File: src/rtl/regbank_arb_pkg.sv
// Shared types and constants for the register-bank arbiter.
package regbank_arb_pkg;

  typedef enum logic [1:0] {
    IDLE  = 2'd0,
    ISSUE = 2'd1,
    WAIT  = 2'd2,
    DONE  = 2'd3
  } arb_state_t;

  localparam int REQ_SPI = 0;
  localparam int REQ_I2C = 1;

  // Width of a counter that must be able to hold the value timeout itself.
  function automatic int timeoutCntWidth(input int timeout);
    return $clog2(timeout + 1);
  endfunction

endpackage

File: src/rtl/rr_arbiter2.sv
// Two-way winner selection: fixed priority to SPI, or round-robin against the
// last-served requester. Purely combinational; the pointer lives in the parent.
module rr_arbiter2
  import regbank_arb_pkg::*;
(
  input  logic [1:0] i_req,
  input  logic       i_prio_mode,
  input  logic       i_last,
  output logic [1:0] o_gnt,
  output logic       o_winner
);

  // Pick the winner; with both requesting, round-robin favours whoever was not served last.
  always_comb begin
    o_gnt    = 2'b00;
    o_winner = 1'(REQ_SPI);
    unique case (i_req)
      2'b01: begin
        o_winner = 1'(REQ_SPI);
        o_gnt    = 2'b01;
      end
      2'b10: begin
        o_winner = 1'(REQ_I2C);
        o_gnt    = 2'b10;
      end
      2'b11: begin
        if (i_prio_mode) begin
          o_winner = 1'(REQ_SPI);
        end else begin
          o_winner = ~i_last;
        end
        o_gnt = o_winner ? 2'b10 : 2'b01;
      end
      default: begin
        o_gnt    = 2'b00;
        o_winner = 1'(REQ_SPI);
      end
    endcase
  end

endmodule

File: src/rtl/regbank_arbiter.sv
// Shares one configuration/status register bank between the SPI and I2C host
// interfaces, running one bank access at a time with a bounded wait.
module regbank_arbiter
  import regbank_arb_pkg::*;
#(
  parameter int REG_W   = 8,
  parameter int ADDR_W  = 8,
  parameter int TIMEOUT = 15
) (
  input  logic                clk,
  input  logic                rst,
  input  logic                ena,
  input  logic                prio_mode,
  input  logic [1:0]          req_i,
  input  logic [1:0]          wr_rdn_i,
  input  logic [2*ADDR_W-1:0] addr_i,
  input  logic [2*REG_W-1:0]  wdata_i,
  output logic [1:0]          ack_o,
  output logic [1:0]          err_o,
  output logic [REG_W-1:0]    rdata_o,
  output logic [1:0]          gnt_o,
  output logic                bank_wr_rdn,
  output logic [ADDR_W-1:0]   bank_addr,
  output logic [REG_W-1:0]    bank_wdata,
  output logic                bank_we,
  input  logic                bank_ack,
  input  logic                bank_err,
  input  logic [REG_W-1:0]    bank_rdata
);

  localparam int CNT_W = timeoutCntWidth(TIMEOUT);

  arb_state_t        r_state;
  arb_state_t        w_nextState;
  logic [CNT_W-1:0]  r_cnt;
  logic              r_last;
  logic [1:0]        r_gnt;
  logic              r_pendErr;
  logic [REG_W-1:0]  r_rdata;
  logic              r_bankWrRdn;
  logic [ADDR_W-1:0] r_bankAddr;
  logic [REG_W-1:0]  r_bankWdata;

  logic [1:0]        w_arbGnt;
  logic              w_arbWinner;
  logic              w_grant;
  logic              w_timeout;
  logic              w_selWrRdn;
  logic [ADDR_W-1:0] w_selAddr;
  logic [REG_W-1:0]  w_selWdata;

  rr_arbiter2 u_arb (
    .i_req       (req_i),
    .i_prio_mode (prio_mode),
    .i_last      (r_last),
    .o_gnt       (w_arbGnt),
    .o_winner    (w_arbWinner)
  );

  assign w_selWrRdn = wr_rdn_i[w_arbWinner];
  assign w_selAddr  = (w_arbWinner == 1'(REQ_I2C)) ? addr_i[2*ADDR_W-1:ADDR_W] : addr_i[ADDR_W-1:0];
  assign w_selWdata = (w_arbWinner == 1'(REQ_I2C)) ? wdata_i[2*REG_W-1:REG_W]  : wdata_i[REG_W-1:0];

  assign gnt_o       = r_gnt;
  assign rdata_o     = r_rdata;
  assign bank_wr_rdn = r_bankWrRdn;
  assign bank_addr   = r_bankAddr;
  assign bank_wdata  = r_bankWdata;

  // State register; reset always lands in IDLE, abandoning any access in flight.
  always_ff @(posedge clk) begin
    if (rst) begin
      r_state <= IDLE;
    end else begin
      r_state <= w_nextState;
    end
  end

  // Next state plus the per-state strobes; an ack in the last WAIT cycle beats the timeout.
  always_comb begin
    w_nextState = r_state;
    w_grant     = 1'b0;
    w_timeout   = 1'b0;
    bank_we     = 1'b0;
    ack_o       = 2'b00;
    err_o       = 2'b00;
    unique case (r_state)
      IDLE: begin
        if (ena && (req_i != 2'b00)) begin
          w_grant     = 1'b1;
          w_nextState = ISSUE;
        end
      end
      ISSUE: begin
        bank_we     = 1'b1;
        w_nextState = WAIT;
      end
      WAIT: begin
        if (bank_ack) begin
          w_nextState = DONE;
        end else if (r_cnt == CNT_W'(TIMEOUT)) begin
          w_timeout   = 1'b1;
          w_nextState = DONE;
        end
      end
      DONE: begin
        ack_o       = r_gnt;
        err_o       = r_pendErr ? r_gnt : 2'b00;
        w_nextState = IDLE;
      end
      default: w_nextState = IDLE;
    endcase
  end

  // Grant latch, wait counter and completion capture.
  always_ff @(posedge clk) begin
    if (rst) begin
      r_cnt       <= '0;
      r_last      <= 1'b1;
      r_gnt       <= 2'b00;
      r_pendErr   <= 1'b0;
      r_rdata     <= '0;
      r_bankWrRdn <= 1'b0;
      r_bankAddr  <= '0;
      r_bankWdata <= '0;
    end else begin
      if (w_grant) begin
        r_gnt       <= w_arbGnt;
        r_last      <= w_arbWinner;
        r_bankWrRdn <= w_selWrRdn;
        r_bankAddr  <= w_selAddr;
        r_bankWdata <= w_selWdata;
      end
      if (r_state == DONE) begin
        r_gnt <= 2'b00;
      end
      if (r_state == ISSUE) begin
        r_cnt <= '0;
      end else if ((r_state == WAIT) && !bank_ack && !w_timeout) begin
        r_cnt <= r_cnt + CNT_W'(1);
      end
      if ((r_state == WAIT) && bank_ack) begin
        r_rdata   <= bank_rdata;
        r_pendErr <= bank_err;
      end else if (w_timeout) begin
        r_rdata   <= '0;
        r_pendErr <= 1'b1;
      end
    end
  end

endmodule

File: config.mk
export PLATFORM = sky130hd
export DESIGN_NAME = regbank_arbiter
export DESIGN_NICKNAME = d
export VERILOG_FILES = /design/src/rtl/regbank_arb_pkg.sv /design/src/rtl/rr_arbiter2.sv /design/src/rtl/regbank_arbiter.sv
export SDC_FILE = /design/constraint.sdc
export NUM_CORES = 1
export LEC_CHECK = 0
export ABC_CLOCK_PERIOD_IN_PS = 2300
export CORE_ASPECT_RATIO = 0.75
export CORE_UTILIZATION = 35
export DETAILED_ROUTE_END_ITERATION = 8
export PLACE_DENSITY = 0.72
export SKIP_CTS_REPAIR_TIMING = 1
export SYNTH_ARGS = -nofsm -noshare
export SYNTH_HDL_FRONTEND = slang
export SYNTH_SLANG_ARGS = --single-unit
File: constraint.sdc
create_clock -name clk -period 2.3 [get_ports clk]
set_input_delay 0.46 -clock clk [delete_from_list [all_inputs] [get_ports clk]]
set_output_delay 0.46 -clock clk [all_outputs]
set_load 0.05 [all_outputs]
Yosys cells after proc, flatten, opt, wreduce, memory -nomap -nowiden
Index checks and enable logic that the tools add are counted.
Word-level totals
  logic and storage cells: 59
  input bits: 50
  register bits after elaboration: 35
Cells by class
  magnitude comparators: 1
  multiplexer cells: 26
  reduce and logical (&&, ||, !) cells: 12
  bitwise logic cells: 1
  add/subtract/negate cells: 1
  equality and inequality tests: 9
Operators by type and width (count)
  8-bit two-way mux: 4
  2-bit two-way mux: 7
  1-bit two-way mux: 12
  2-bit == test, second input constant: 4
  2-bit case mux with 4 select lines: 1
  2-bit case mux with 3 select lines: 1
  4-bit by 1-bit adder with 4-bit output, second input constant: 1
  2-bit by 1-bit == test with 1-bit output, second input constant: 2
  4-bit == test, second input constant: 1
  1-bit logical AND: 4
  2-bit nonzero test: 2
  2-bit OR reduction: 2
  3-bit inequality test, second input constant: 1
  1-bit zero test: 2
  2-bit zero test: 1
  1-bit by 2-bit < comparator with 1-bit output, second input constant: 1
  2-bit inequality test, second input constant: 1
  1-bit case mux with 2 select lines: 1
  2-bit AND reduction: 1
  1-bit inverter: 1

Depth between registers and ports, before layout
  depth in word-level cells: 6
  mapped depth: 7

Hierarchy
From an unflattened synthesis, not the netlist that was laid out.
Second synthesis, totals
  cell total of the unflattened synthesis: 158
  area, all modules: 1599.0 um2
By module, submodules not included
  regbank_arbiter: times used 1, area an instance 1570.3 um2, cells an instance 153
  rr_arbiter2: times used 1, area an instance 28.8 um2, cells an instance 5

Worst setup path before layout
OpenSTA, ideal clock, no wires.
  path type: flip-flop to output port
  from: register r_gnt[0] (netlist: gnt_o[0])
  to: output err_o[0]
  slack: 659 ps
  arrival time: 1181 ps
  data required time: 1840 ps
  cell stages (with the launch flop): 2
  cells stage by stage: dfxtp_1 and3_1
On the way
  word-level cells in the longest chain between the ends: 2
RTL lines
  start, declared: RTL line regbank_arbiter.sv:37  | logic [1:0] r_gnt;
  start signal, assigned: RTL line regbank_arbiter.sv:128  | r_gnt <= w_arbGnt;
  2-bit two-way mux: RTL line regbank_arbiter.sv:108  | err_o = r_pendErr ? r_gnt : 2'b00;
  2-bit two-way mux: RTL line regbank_arbiter.sv:87  | unique case (r_state)
  end, declared: RTL line regbank_arbiter.sv:19  | output logic [1:0] err_o,
No other way between the ends.

Worst setup path in the final report
  from: register r_state[1]
  to: output bank_we
On the way
  word-level cells in the longest chain between the ends: 2
RTL lines
  start, declared: RTL line regbank_arbiter.sv:33  | arb_state_t r_state;
  start signal, assigned: RTL line regbank_arbiter.sv:75  | r_state <= w_nextState;
  2-bit by 1-bit == test with 1-bit output: RTL line regbank_arbiter.sv:87
  1-bit two-way mux: RTL line regbank_arbiter.sv:87
  end, declared: RTL line regbank_arbiter.sv:25  | output logic bank_we,
No other way between the ends.

==> reports/metrics.cfg <==
[run_status]
status = finished clean

[critical_path]
end_kind = output port
cp.arrival_ps = 1720
cp_slowest_cell = clkdlybuf4s50_1
critical_path.max_fanout = 4
criticalPathCategory = flip-flop to output port
crit_family = buffers and inverters
cp_data_required_time_ps = 1840
crit_path_cell_trace = inv_1 -> ha_1 -> clkdlybuf4s50_1
crit_buf_inv = 2
cpPeakStageDelay_ps = 800
startpoint_type = flip-flop

[worst_hold_path]
hold_path.class = flip-flop to flip-flop

[routing]
drtPass1Iterations = 4
ant_nets = 0
via_per_inst = 5.32
finalWirelength_um = 4380
wl_per_cell_um = 14.0
vias = 1664
drc_errors = 0
drt-initial-drc-count = 61

[global_routing]
antenna_found_initial = 0
grt_max_degree = 36
track_usage = 0.190
grt_pass1_vias = 1518
grt_overflow = 0
grt_pass1_wl_um = 6850

[cells_and_area]
fin_cells = 313
num_antenna_cells = 0
design_area_um2 = 2510
seqCellArea_um2 = 701
multi_input_area_um2 = 815
syn2layout_area_growth_pct = 57.8
fillers = 377
fin_util = 0.597
num-nets-final = 315
layout-drive-gt1-share = 0.0620

[timing]
relSlewSlack = 0.502
hold_violations = 0
fin_crit_sh = 0.946
tightest_slew_ps = 747
hold_ws_ps = 474
fin_ws_ps = 124
finalClockSkew_ps = 6.74
setup_violations = 0
rsz0062_at_grt = false
drv_slew = 0
fmax_mhz = 460
finalSetupTns_ps = 0
fin_crit_ps = 2180

[clock_network]
cts_tree = yes
clock_sinks = 35
clk_latency_ps = 280
cts_made_buffers = 5
clock-root-buffer = clkbuf_8
htree_num_levels = 2
cts.path.max_buffers = 2
path_clk_slew_ps = 70

[logic_synthesis]
yosysSeqAreaShare = 0.440
yosysWarnings = 0
syn_area_per_cell_um2 = 8.89
synthesis.area_um2 = 1590
syn_inst = 179
synth_seq_cells = 35
synth_nets = 235
ys_types = 32

[power_and_ir_drop]
p_leak_nw = 0.921
power_density_nw_per_um2 = 967
power_mw = 2.43
vdd_drop_max_mv = 0.417

[floorplan]
die-area_um2 = 4820
die_x_um = 79.9
boundaryPins = 82
chipHeight_um = 60.4
coreArea_um2 = 4200
rows = 20
floorplan.initialDensity = 0.379

[placement]
gp_congestion = 0.744
io_buffers = 81
placed_cells = 307
placed_area_um2 = 2440
dpl.hpwl_um = 3180
dp_slack_ps = 261

[flow_run]
max_cap_violations = 0

## cell usage after synthesis
cell,n,area share
dfxtp_1,35,0.44
nor2_1,20,0.047
o21ai_0,20,0.063
nand3_1,18,0.057
a311oi_1,17,0.094
a22o_1,8,0.044
a21oi_1,7,0.022
ha_1,6,0.047
buf_2,4,0.013
buf_4,4,0.019
clkbuf_1,4,0.0094
nand2_1,4,0.0094
and3_1,3,0.012
inv_1,3,0.0071
nand2b_1,3,0.012
nor3_1,3,0.0094
a211oi_1,2,0.0094
and2_1,2,0.0079
o211a_1,2,0.013
or3_1,2,0.0079
a21boi_0,1,0.0047
a31o_2,1,0.0055
mux2i_1,1,0.0063
nand3b_1,1,0.0047
nand4_1,1,0.0039
nor2b_1,1,0.0039
o211ai_1,1,0.0047
o21a_1,1,0.0047
o21ai_2,1,0.0055
o2bb2ai_1,1,0.0055
o31ai_1,1,0.0047
or2_2,1,0.0039
## path summary, 6_finish.rpt
kind	start	endpoint	slack, ps	depth (start not counted)
hold reg to reg	rdata_o[5]	rdata_o[5]	470	1
setup / recovery	r_state[1]	bank_we	120	3
hold / removal	rdata_o[5]	rdata_o[5]	470	1
setup reg to reg	r_cnt[0]	rdata_o[3]	610	4
## area by class of cell
| class | count | share of cell area |
|---|---|---|
| Multi-Input combinational cell | 129 | 0.324 |
| Clock buffer | 6 | 0.0289 |
| Sequential cell | 35 | 0.279 |
| Timing Repair Buffer | 85 | 0.336 |
| Tap cell | 55 | 0.0274 |
| Inverter | 3 | 0.00448 |
## cell usage in the layout (no fill, tap or decap), types with 3 or more instances in the layout
master and n:
clkdlybuf4s50_1 77, dfxtp_1 35, nor2_1 20, o21ai_0 20, nand3_1 18, a311oi_1 17, a22o_1 8, a21oi_1 7
buf_4 7, ha_1 6, clkbuf_8 5, nand2_1 4, and3_1 3, inv_1 3, nand2b_1 3, nor3_1 3
## power breakdown
group          leakage, nW  switching [mW]  internal, mW
clock               0.0371           0.210         0.202
sequential           0.286          0.0831         0.739
combinational        0.597           0.738         0.457
total                0.921            1.03          1.40
## per-layer routing
layer | vias up | share of wire | track usage
met1 | 745 | 0.46 | 0.236
li1 | 830 | - | -
met4 | 0 | 0.020 | 0.0918
met3 | 9 | 0.12 | 0.0932
met2 | 80 | 0.39 | 0.277
met5 | - | 0 | 0
## sequential cells by signal, indices dropped and copies added (netlist names), 2 cells and up
name and count:
rdata_o 8, r_state 2, r_cnt 4, bank_addr 8, gnt_o 2, bank_wdata 8
## cell families after synthesis
kind of cell	count (synthesis)	share of synthesized area
simple gates	59	0.178
compound gates	63	0.280
flops	35	0.440
fa+ha+maj	6	0.0472
buf+inv	15	0.0480
mux	1	0.00629
Power figures use the tool's default switching activity.
